`src/rtl/multicycle_control_fsm.sv`:
```
// Multicycle RISC-V control unit: Moore sequencer for fetch/decode/execute/memory/writeback
// with cache handshake stalls, illegal-opcode trap and memory-stall watchdog.
module multicycle_control_fsm #(
  parameter bit          ENABLE_JALR    = 1'b1,
  parameter bit          ENABLE_LUI     = 1'b1,
  parameter int unsigned TIMEOUT_CYCLES = 255,
  parameter int unsigned TO_W           = 8
) (
  input  logic       clk,
  input  logic       rst,
  input  logic [6:0] opcode,
  input  logic [2:0] funct3,
  input  logic       zero,
  input  logic       mem_ready,
  output logic       pc_write,
  output logic       adr_src,
  output logic       mem_read,
  output logic       mem_write,
  output logic       ir_write,
  output logic [1:0] result_src,
  output logic [1:0] alu_src_a,
  output logic [1:0] alu_src_b,
  output logic [1:0] alu_op,
  output logic [2:0] imm_src,
  output logic       reg_write,
  output logic       instr_done,
  output logic       illegal_instr,
  output logic       mem_timeout
);

  localparam logic [6:0] OP_LW   = 7'b0000011;
  localparam logic [6:0] OP_SW   = 7'b0100011;
  localparam logic [6:0] OP_R    = 7'b0110011;
  localparam logic [6:0] OP_I    = 7'b0010011;
  localparam logic [6:0] OP_BR   = 7'b1100011;
  localparam logic [6:0] OP_JAL  = 7'b1101111;
  localparam logic [6:0] OP_JALR = 7'b1100111;
  localparam logic [6:0] OP_LUI  = 7'b0110111;

  localparam logic [TO_W-1:0] TO_LIM = TO_W'(TIMEOUT_CYCLES);

  typedef enum logic [3:0] {
    S_FETCH, S_DECODE, S_MEMADR, S_MEMREAD, S_MEMWB, S_MEMWRITE,
    S_EXECR, S_EXECI, S_ALUWB, S_BRANCH, S_JAL, S_JALR, S_JALRLINK,
    S_LUI, S_ILLEGAL, S_TIMEOUT
  } state_t;

  state_t          state_q, state_d;
  logic [TO_W-1:0] cnt_q, cnt_d;
  logic            waiting;
  logic            funct3_unused;

  assign funct3_unused = ^funct3[2:1];
  assign waiting = (state_q == S_FETCH) || (state_q == S_MEMREAD) || (state_q == S_MEMWRITE);

  always_comb begin
    state_d = state_q;
    case (state_q)
      S_FETCH:    if (mem_ready) state_d = S_DECODE;
      S_DECODE: begin
        case (opcode)
          OP_LW, OP_SW: state_d = S_MEMADR;
          OP_R:         state_d = S_EXECR;
          OP_I:         state_d = S_EXECI;
          OP_BR:        state_d = S_BRANCH;
          OP_JAL:       state_d = S_JAL;
          OP_JALR:      state_d = ENABLE_JALR ? S_JALR : S_ILLEGAL;
          OP_LUI:       state_d = ENABLE_LUI ? S_LUI : S_ILLEGAL;
          default:      state_d = S_ILLEGAL;
        endcase
      end
      S_MEMADR:   state_d = (opcode == OP_SW) ? S_MEMWRITE : S_MEMREAD;
      S_MEMREAD:  if (mem_ready) state_d = S_MEMWB;
      S_MEMWB:    state_d = S_FETCH;
      S_MEMWRITE: if (mem_ready) state_d = S_FETCH;
      S_EXECR:    state_d = S_ALUWB;
      S_EXECI:    state_d = S_ALUWB;
      S_ALUWB:    state_d = S_FETCH;
      S_BRANCH:   state_d = S_FETCH;
      S_JAL:      state_d = S_ALUWB;
      S_JALR:     state_d = S_JALRLINK;
      S_JALRLINK: state_d = S_FETCH;
      S_LUI:      state_d = S_ALUWB;
      S_ILLEGAL:  state_d = S_ILLEGAL;
      S_TIMEOUT:  state_d = S_TIMEOUT;
    endcase

    // A completing handshake beats the watchdog; the counter only runs while a wait state holds.
    if (waiting && !mem_ready && (TIMEOUT_CYCLES != 0) && (cnt_q == TO_LIM))
      state_d = S_TIMEOUT;

    cnt_d = '0;
    if (waiting && !mem_ready && (state_d == state_q))
      cnt_d = (cnt_q == '1) ? cnt_q : cnt_q + 1'b1;
  end

  always_ff @(posedge clk) begin
    if (rst) begin
      state_q <= S_FETCH;
      cnt_q   <= '0;
    end else begin
      state_q <= state_d;
      cnt_q   <= cnt_d;
    end
  end

  // Outputs follow the state register; the handshake and branch strobes also see live inputs.
  always_comb begin
    pc_write      = 1'b0;
    adr_src       = 1'b0;
    mem_read      = 1'b0;
    mem_write     = 1'b0;
    ir_write      = 1'b0;
    result_src    = '0;
    alu_src_a     = '0;
    alu_src_b     = '0;
    alu_op        = '0;
    imm_src       = '0;
    reg_write     = 1'b0;
    instr_done    = 1'b0;
    illegal_instr = 1'b0;
    mem_timeout   = 1'b0;
    if (!rst) begin
      case (state_q)
        S_FETCH: begin
          mem_read   = 1'b1;
          alu_src_b  = 2'b10;
          result_src = 2'b10;
          ir_write   = mem_ready;
          pc_write   = mem_ready;
        end
        S_DECODE: begin
          alu_src_a = 2'b01;
          alu_src_b = 2'b01;
          imm_src   = 3'b010;
        end
        S_MEMADR: begin
          alu_src_a = 2'b10;
          alu_src_b = 2'b01;
          imm_src   = (opcode == OP_SW) ? 3'b001 : 3'b000;
        end
        S_MEMREAD: begin
          mem_read = 1'b1;
          adr_src  = 1'b1;
        end
        S_MEMWB: begin
          result_src = 2'b01;
          reg_write  = 1'b1;
          instr_done = 1'b1;
        end
        S_MEMWRITE: begin
          mem_write  = 1'b1;
          adr_src    = 1'b1;
          instr_done = mem_ready;
        end
        S_EXECR: begin
          alu_src_a = 2'b10;
          alu_op    = 2'b10;
        end
        S_EXECI: begin
          alu_src_a = 2'b10;
          alu_src_b = 2'b01;
          alu_op    = 2'b10;
        end
        S_ALUWB: begin
          reg_write  = 1'b1;
          instr_done = 1'b1;
        end
        S_BRANCH: begin
          alu_src_a  = 2'b10;
          alu_op     = 2'b01;
          pc_write   = zero ^ funct3[0];
          instr_done = 1'b1;
        end
        S_JAL: begin
          alu_src_a = 2'b01;
          alu_src_b = 2'b10;
          pc_write  = 1'b1;
        end
        S_JALR: begin
          alu_src_a  = 2'b10;
          alu_src_b  = 2'b01;
          result_src = 2'b10;
          pc_write   = 1'b1;
        end
        S_JALRLINK: begin
          alu_src_a  = 2'b01;
          alu_src_b  = 2'b10;
          result_src = 2'b10;
          reg_write  = 1'b1;
          instr_done = 1'b1;
        end
        S_LUI: begin
          alu_src_a = 2'b11;
          alu_src_b = 2'b01;
          imm_src   = 3'b100;
        end
        S_ILLEGAL: illegal_instr = 1'b1;
        S_TIMEOUT: mem_timeout   = 1'b1;
      endcase
    end
  end

endmodule

```
`config.mk`:
```
export PLATFORM = sky130hd
export DESIGN_NAME = multicycle_control_fsm
export DESIGN_NICKNAME = d
export VERILOG_FILES = /design/src/rtl/multicycle_control_fsm.sv
export SDC_FILE = /design/constraint.sdc
export NUM_CORES = 1
export LEC_CHECK = 0
export ABC_AREA = 0
export BUFFER_PORTS_ARGS = -buffer_cell sky130_fd_sc_hd__buf_2
export CORE_MARGIN = 2
export CORE_UTILIZATION = 40
export CTS_CLUSTER_DIAMETER = 40
export DETAILED_ROUTE_END_ITERATION = 8
export HOLD_SLACK_MARGIN = 0.15
export PLACE_DENSITY = 0.63
export SKIP_LAST_GASP = 1
export SLEW_MARGIN = 30
export SYNTH_ARGS = -nofsm -noshare
export SYNTH_HDL_FRONTEND = slang
export SYNTH_SLANG_ARGS = --single-unit
```
`constraint.sdc`:
```
create_clock -name clk -period 2.8 [get_ports clk]
set_input_delay 0.14 -clock clk [delete_from_list [all_inputs] [get_ports clk]]
set_output_delay 0.14 -clock clk [all_outputs]
set_load 0.01 [all_outputs]
```
After elaboration in Yosys (flattened, before gate mapping)

Cells that the tools add are included.

Output and inout bits: 20
Bits of input ports: 14
Flip-flop bits (word level): 12
Word-level logic and storage cells: 87

Reduce and logical (&&, ||, !) cells: 21
Multiplexer cells: 36
Bitwise logic cells: 2
Equality and inequality tests: 25
Add/sub/neg operators: 1

Operator list:

| kind                  | count |
|---|---|
| $pmux W4 S10          | 1 |
| $eq A4 B4 Y1 const B  | 8 |
| $pmux W4 S7           | 1 |
| $eq A7 B6 Y1 const B  | 3 |
| $eq A7 B7 Y1 const B  | 3 |
| $mux W1               | 17 |
| $eq A4 B3 Y1 const B  | 4 |
| $mux W4               | 4 |
| $pmux W2 S2           | 3 |
| $reduce_or A2 Y1      | 6 |
| $reduce_or A3 Y1      | 4 |
| $reduce_or A5 Y1      | 2 |
| $pmux W3 S3           | 1 |
| $add A8 B1 Y8 const B | 1 |
| $eq A4 B2 Y1 const B  | 2 |
| $eq A8 B8 Y1 const B  | 1 |
| $mux W2               | 4 |
| $reduce_or A4 Y1      | 2 |
| $eq A7 B2 Y1 const B  | 1 |
| $eq A7 B5 Y1 const B  | 1 |
| $mux W3               | 2 |
| $pmux W2 S3           | 1 |
| $eq A4 B1 Y1 const B  | 1 |
| $eq A4 B4 Y1          | 1 |
| other kinds (8)       | 11 |

Longest topological paths before layout

Depth after elaboration: 10
Mapped depth: 6
Depth with buffers taken out: 5

Worst setup path after synthesis

OpenSTA, ideal clock, no wires.

Path type: register to register
From: reg state_q[3]
To: reg cnt_q[3]
Stages on the path, launching flop included: 7
Path buffers: 2
Setup time: 0.088 ns
Data arrival time: 1.498 ns
Clock period less this slack: 1.586 ns
Required time: 2.712 ns
Slack: 1.214 ns
Path through: dfxtp_1 buf_6 or4_4 o2bb2ai_4 nand2b_2 buf_6 nor4_4

Longest elaborated chain between the ends: 10
Elaborated cells on any way between the ends: 31
Those cells by class: eq/ne (16); mux (5); bitwise (1); reduce/logical (9)

RTL lines:

| element                                                              | line | RTL |
|---|---|---|
| from (decl)                                                          | 48   | `state_t state_q, state_d;` |
| from (signal assigned)                                               | 102  | `state_q <= state_d;` |
| parallel branches: the longest is 7 deep, another holds $pmux W4 S10 | -    |  |
| $logic_and A1 B1 Y1 (*)                                              | 93   | `if (waiting && !mem_ready && (state_d == state_q))` |
| $not A1 Y1 (no line) (*)                                             | -    |  |
| $reduce_or A2 Y1 (no line) (*)                                       | -    |  |
| to (signal assigned)                                                 | 103  | `cnt_q <= cnt_d;` |
| to (decl)                                                            | 49   | `logic [TO_W-1:0] cnt_q, cnt_d;` |

Mark *: on every way between the ends.
A chain may end at the register's enable or synchronous reset.

Final worst setup path

From: reg state_q[1]
To: reg cnt_q[7]

The elaborated chain is that of the path after synthesis.

==> flow_summary.toml <==
[run_status]
status = "finished clean"

[worst_setup_path]
cp.buffers_inverters = 0
crit_path_end_kind = "register"
path_max_fanout = 20
start_kind = "register"
critical-path-top-delay-family = "compound AO/OA/AOI/OAI gates"
slowest_stage = "dfxtp_1"
crit_arrival_ps = 2280
crit_required_ps = 2970
worstSetupPathType = "register to register"
path_cells = "xor2_1 > o2bb2ai_4 > a221o_1 > a2111oi_4"
max_stage_delay_ps = 790

[sta]
slew_headroom_pct = 51.2
fin_crit_sh_pct = 75.4
grt_setup_unrepaired = "no"
finalSetupTns_ps = 0
slew_violations = 0
fmax_ghz = 0.474
finalSetupViolations = 0
skew_ps = 0.511
final_hold_viol_count = 0
period_minus_slack_ps = 2110
worst_slew_pin_slew_ps = 730

[synthesis]
synthTopCellsByArea = "dfxtp_1 (21%), nor3_1 (6.9%), nor2_1 (5.5%)"
synth_edf_count = 0
syn_area_um2 = 1160
ys_ff_latch = 12
avgSynthCellArea_um2 = 7.52
synthCells = 154
synth_most_common_cell = "nor2_1"
synth-simple-area-share_pct = 36.5
muxShareOfSynthArea_pct = 2.70
synth_top_family_by_area = "simple AND/OR/NAND/NOR gates"
synth_nets = 169
synthAdderAreaFrac_pct = 1.08
ys_warn_count = 0
synth-xor-area-share_pct = 6.05
yosysTopAreaCell = "dfxtp_1"
synth_compound_area_share_pct = 24.3
async_flop_share_pct = 0
synth.top_cell.area_share_pct = 20.8
ys_seq_area_share_pct = 20.8
yosys-top-cells-count = "nor2_1 (17), nor3_1 (16), dfxtp_1 (12)"
synth_cell_types = 51
synth-main-ff-cell = "dfxtp_1"

[floorplan]
rows = 19
die_w_um = 57.8
core-area_um2 = 2760
fp.dieH_um = 57.8
dieArea_um2 = 3340
io_pins = 34
start_util_pct = 42.0

[power_and_ir_drop]
p_switching_w = 0.000232
clock_power_share_pct = 17.8
ir_worst_vdd_mv = 0.274
power_frac_seq_pct = 39.1
power_w = 0.000571
power_density_nw_per_um2 = 438
switching_share_pct = 40.6
p_int_w = 0.000339
comb_power_share_pct = 43.2
leakage_nw = 0.563

[detailed_routing]
ant_nets = 0
num_vias = 1200
routed_wl_um = 2770
drc = 0
first_iter_violations = 25
wl_per_cell_um = 13.3
dr.pass1.iters = 4
routed_via_density = 5.77

[clock_tree]
cts_buffers = 3
root_buffer = "clkbuf_4"
cts.sinks = 12
insertion_delay_ps = 260
ctsResizeCount = 0
cts_tree = "yes"
clkTransAtPathRegs_ps = 70
cts_setup_buffers = 0
hold_buffers = 0
clock_path_buffers = 2
cts-htree-levels = 1

[global_routing]
grt_start_max_net_pins = 23
grt_first_pass_wirelength_um = 4750
first_global_vias = 1117
antenna_found_initial = 0
grt_usage_pct = 17.2
grt.overflow.total = 0

[hold_path]
hp-class = "primary input to register"

[place]
routabilityCongestion = 0.850
dp_hpwl_um = 2020
io_buffer_count = 31

[cells_and_area]
insertedDiodeCount = 0
drive_gt1_share_pct = 25.4
nets = 194
area_growth_pct = 12.8

[run]
drv_cap = 0
-- metal layers --
layer	GRT usage, %	share of wire (%)	wire length, um
met1	22.5	48	1330
met2	29.2	49	1360
met4	6.31	0	0
met5	0	0	0
met3	2.01	2.9	80
-- worst register-to-register path, stage by stage (launching register included) --
cell and delay (ps):
dfxtp_1 790, xor2_1 230, o2bb2ai_4 190, a221o_1 500
a2111oi_4 310
-- power groups by stage --
stage | sequential (W) | combinational (W) | clock, W
2_1_floorplan | 0.000194 | 0.000228 | 0
3_3_place_gp | 0.000225 | 0.000244 | 0
3_5_place_dp | 0.000226 | 0.000248 | 0
4_1_cts | 0.000222 | 0.000249 | 0.000106
5_1_grt | 0.000228 | 0.000276 | 0.000120
6_report | 0.000223 | 0.000247 | 0.000101
-- logic make-up after synthesis --
group / count (synthesis)
DFF: 12
buffers and inverters: 18
AOI/OAI and AO/OA: 34
adders and majority gates: 1
xor gates and xnor gates: 8
muxes: 3
and+or+nand+nor: 78
-- flip-flops by register name, indices dropped and copies added (netlist names) --
register,cells
cnt_q,8
state_q,4
-- layout by cell type, fill, tap and decap left out, types with 2 or more instances in the layout --
master,netlist,final
inv_1,6,6
a21oi_1,6,6
nand3_1,6,6
mux2i_1,2,2
nand2b_1,3,3
o21ai_0,5,5
xor2_1,6,6
nor4_1,2,2
a31oi_1,3,3
xnor2_1,2,2
nand2_1,11,11
buf_2,1,31
dfxtp_1,12,12
nor2b_1,2,2
and3_1,8,8
a31o_2,2,2
nor3_1,16,16
clkbuf_4,0,3
nor2_1,17,17
a32oi_1,2,2
nand4_1,2,2
o2111ai_1,2,2
-- final timing paths --
| kind | to | depth (start not counted) | slack, ps | start |
|---|---|---|---|---|
| min reg2reg | cnt_q[7] | 1 | 570 | cnt_q[7] |
| min | state_q[1] | 3 | 270 | opcode[5] |
| max reg2reg | cnt_q[7] | 4 | 690 | state_q[1] |
| max | cnt_q[7] | 4 | 690 | state_q[1] |
-- area by class of cell --
type,count,area (um2)
clock buffer,3,22.5
sequential,12,240
tap,31,38.8
fill,268,1450
inverter,6,22.5
timing repair buffer,32,163
multi-input combinational,124,818
-- per-stage QoR --
step	util (%)	instances	setup WS [ps]	hold WS [ps]	area, um2
after floorplan	-	154	1210	381	1160
after global placement	46.5	205	727	542	1280
after detailed placement	46.5	205	699	544	1280
after CTS	47.3	208	690	269	1310
after global routing	47.3	208	526	266	1310
final	47.3	208	689	270	1310
(Power assumes the default switching activity.)
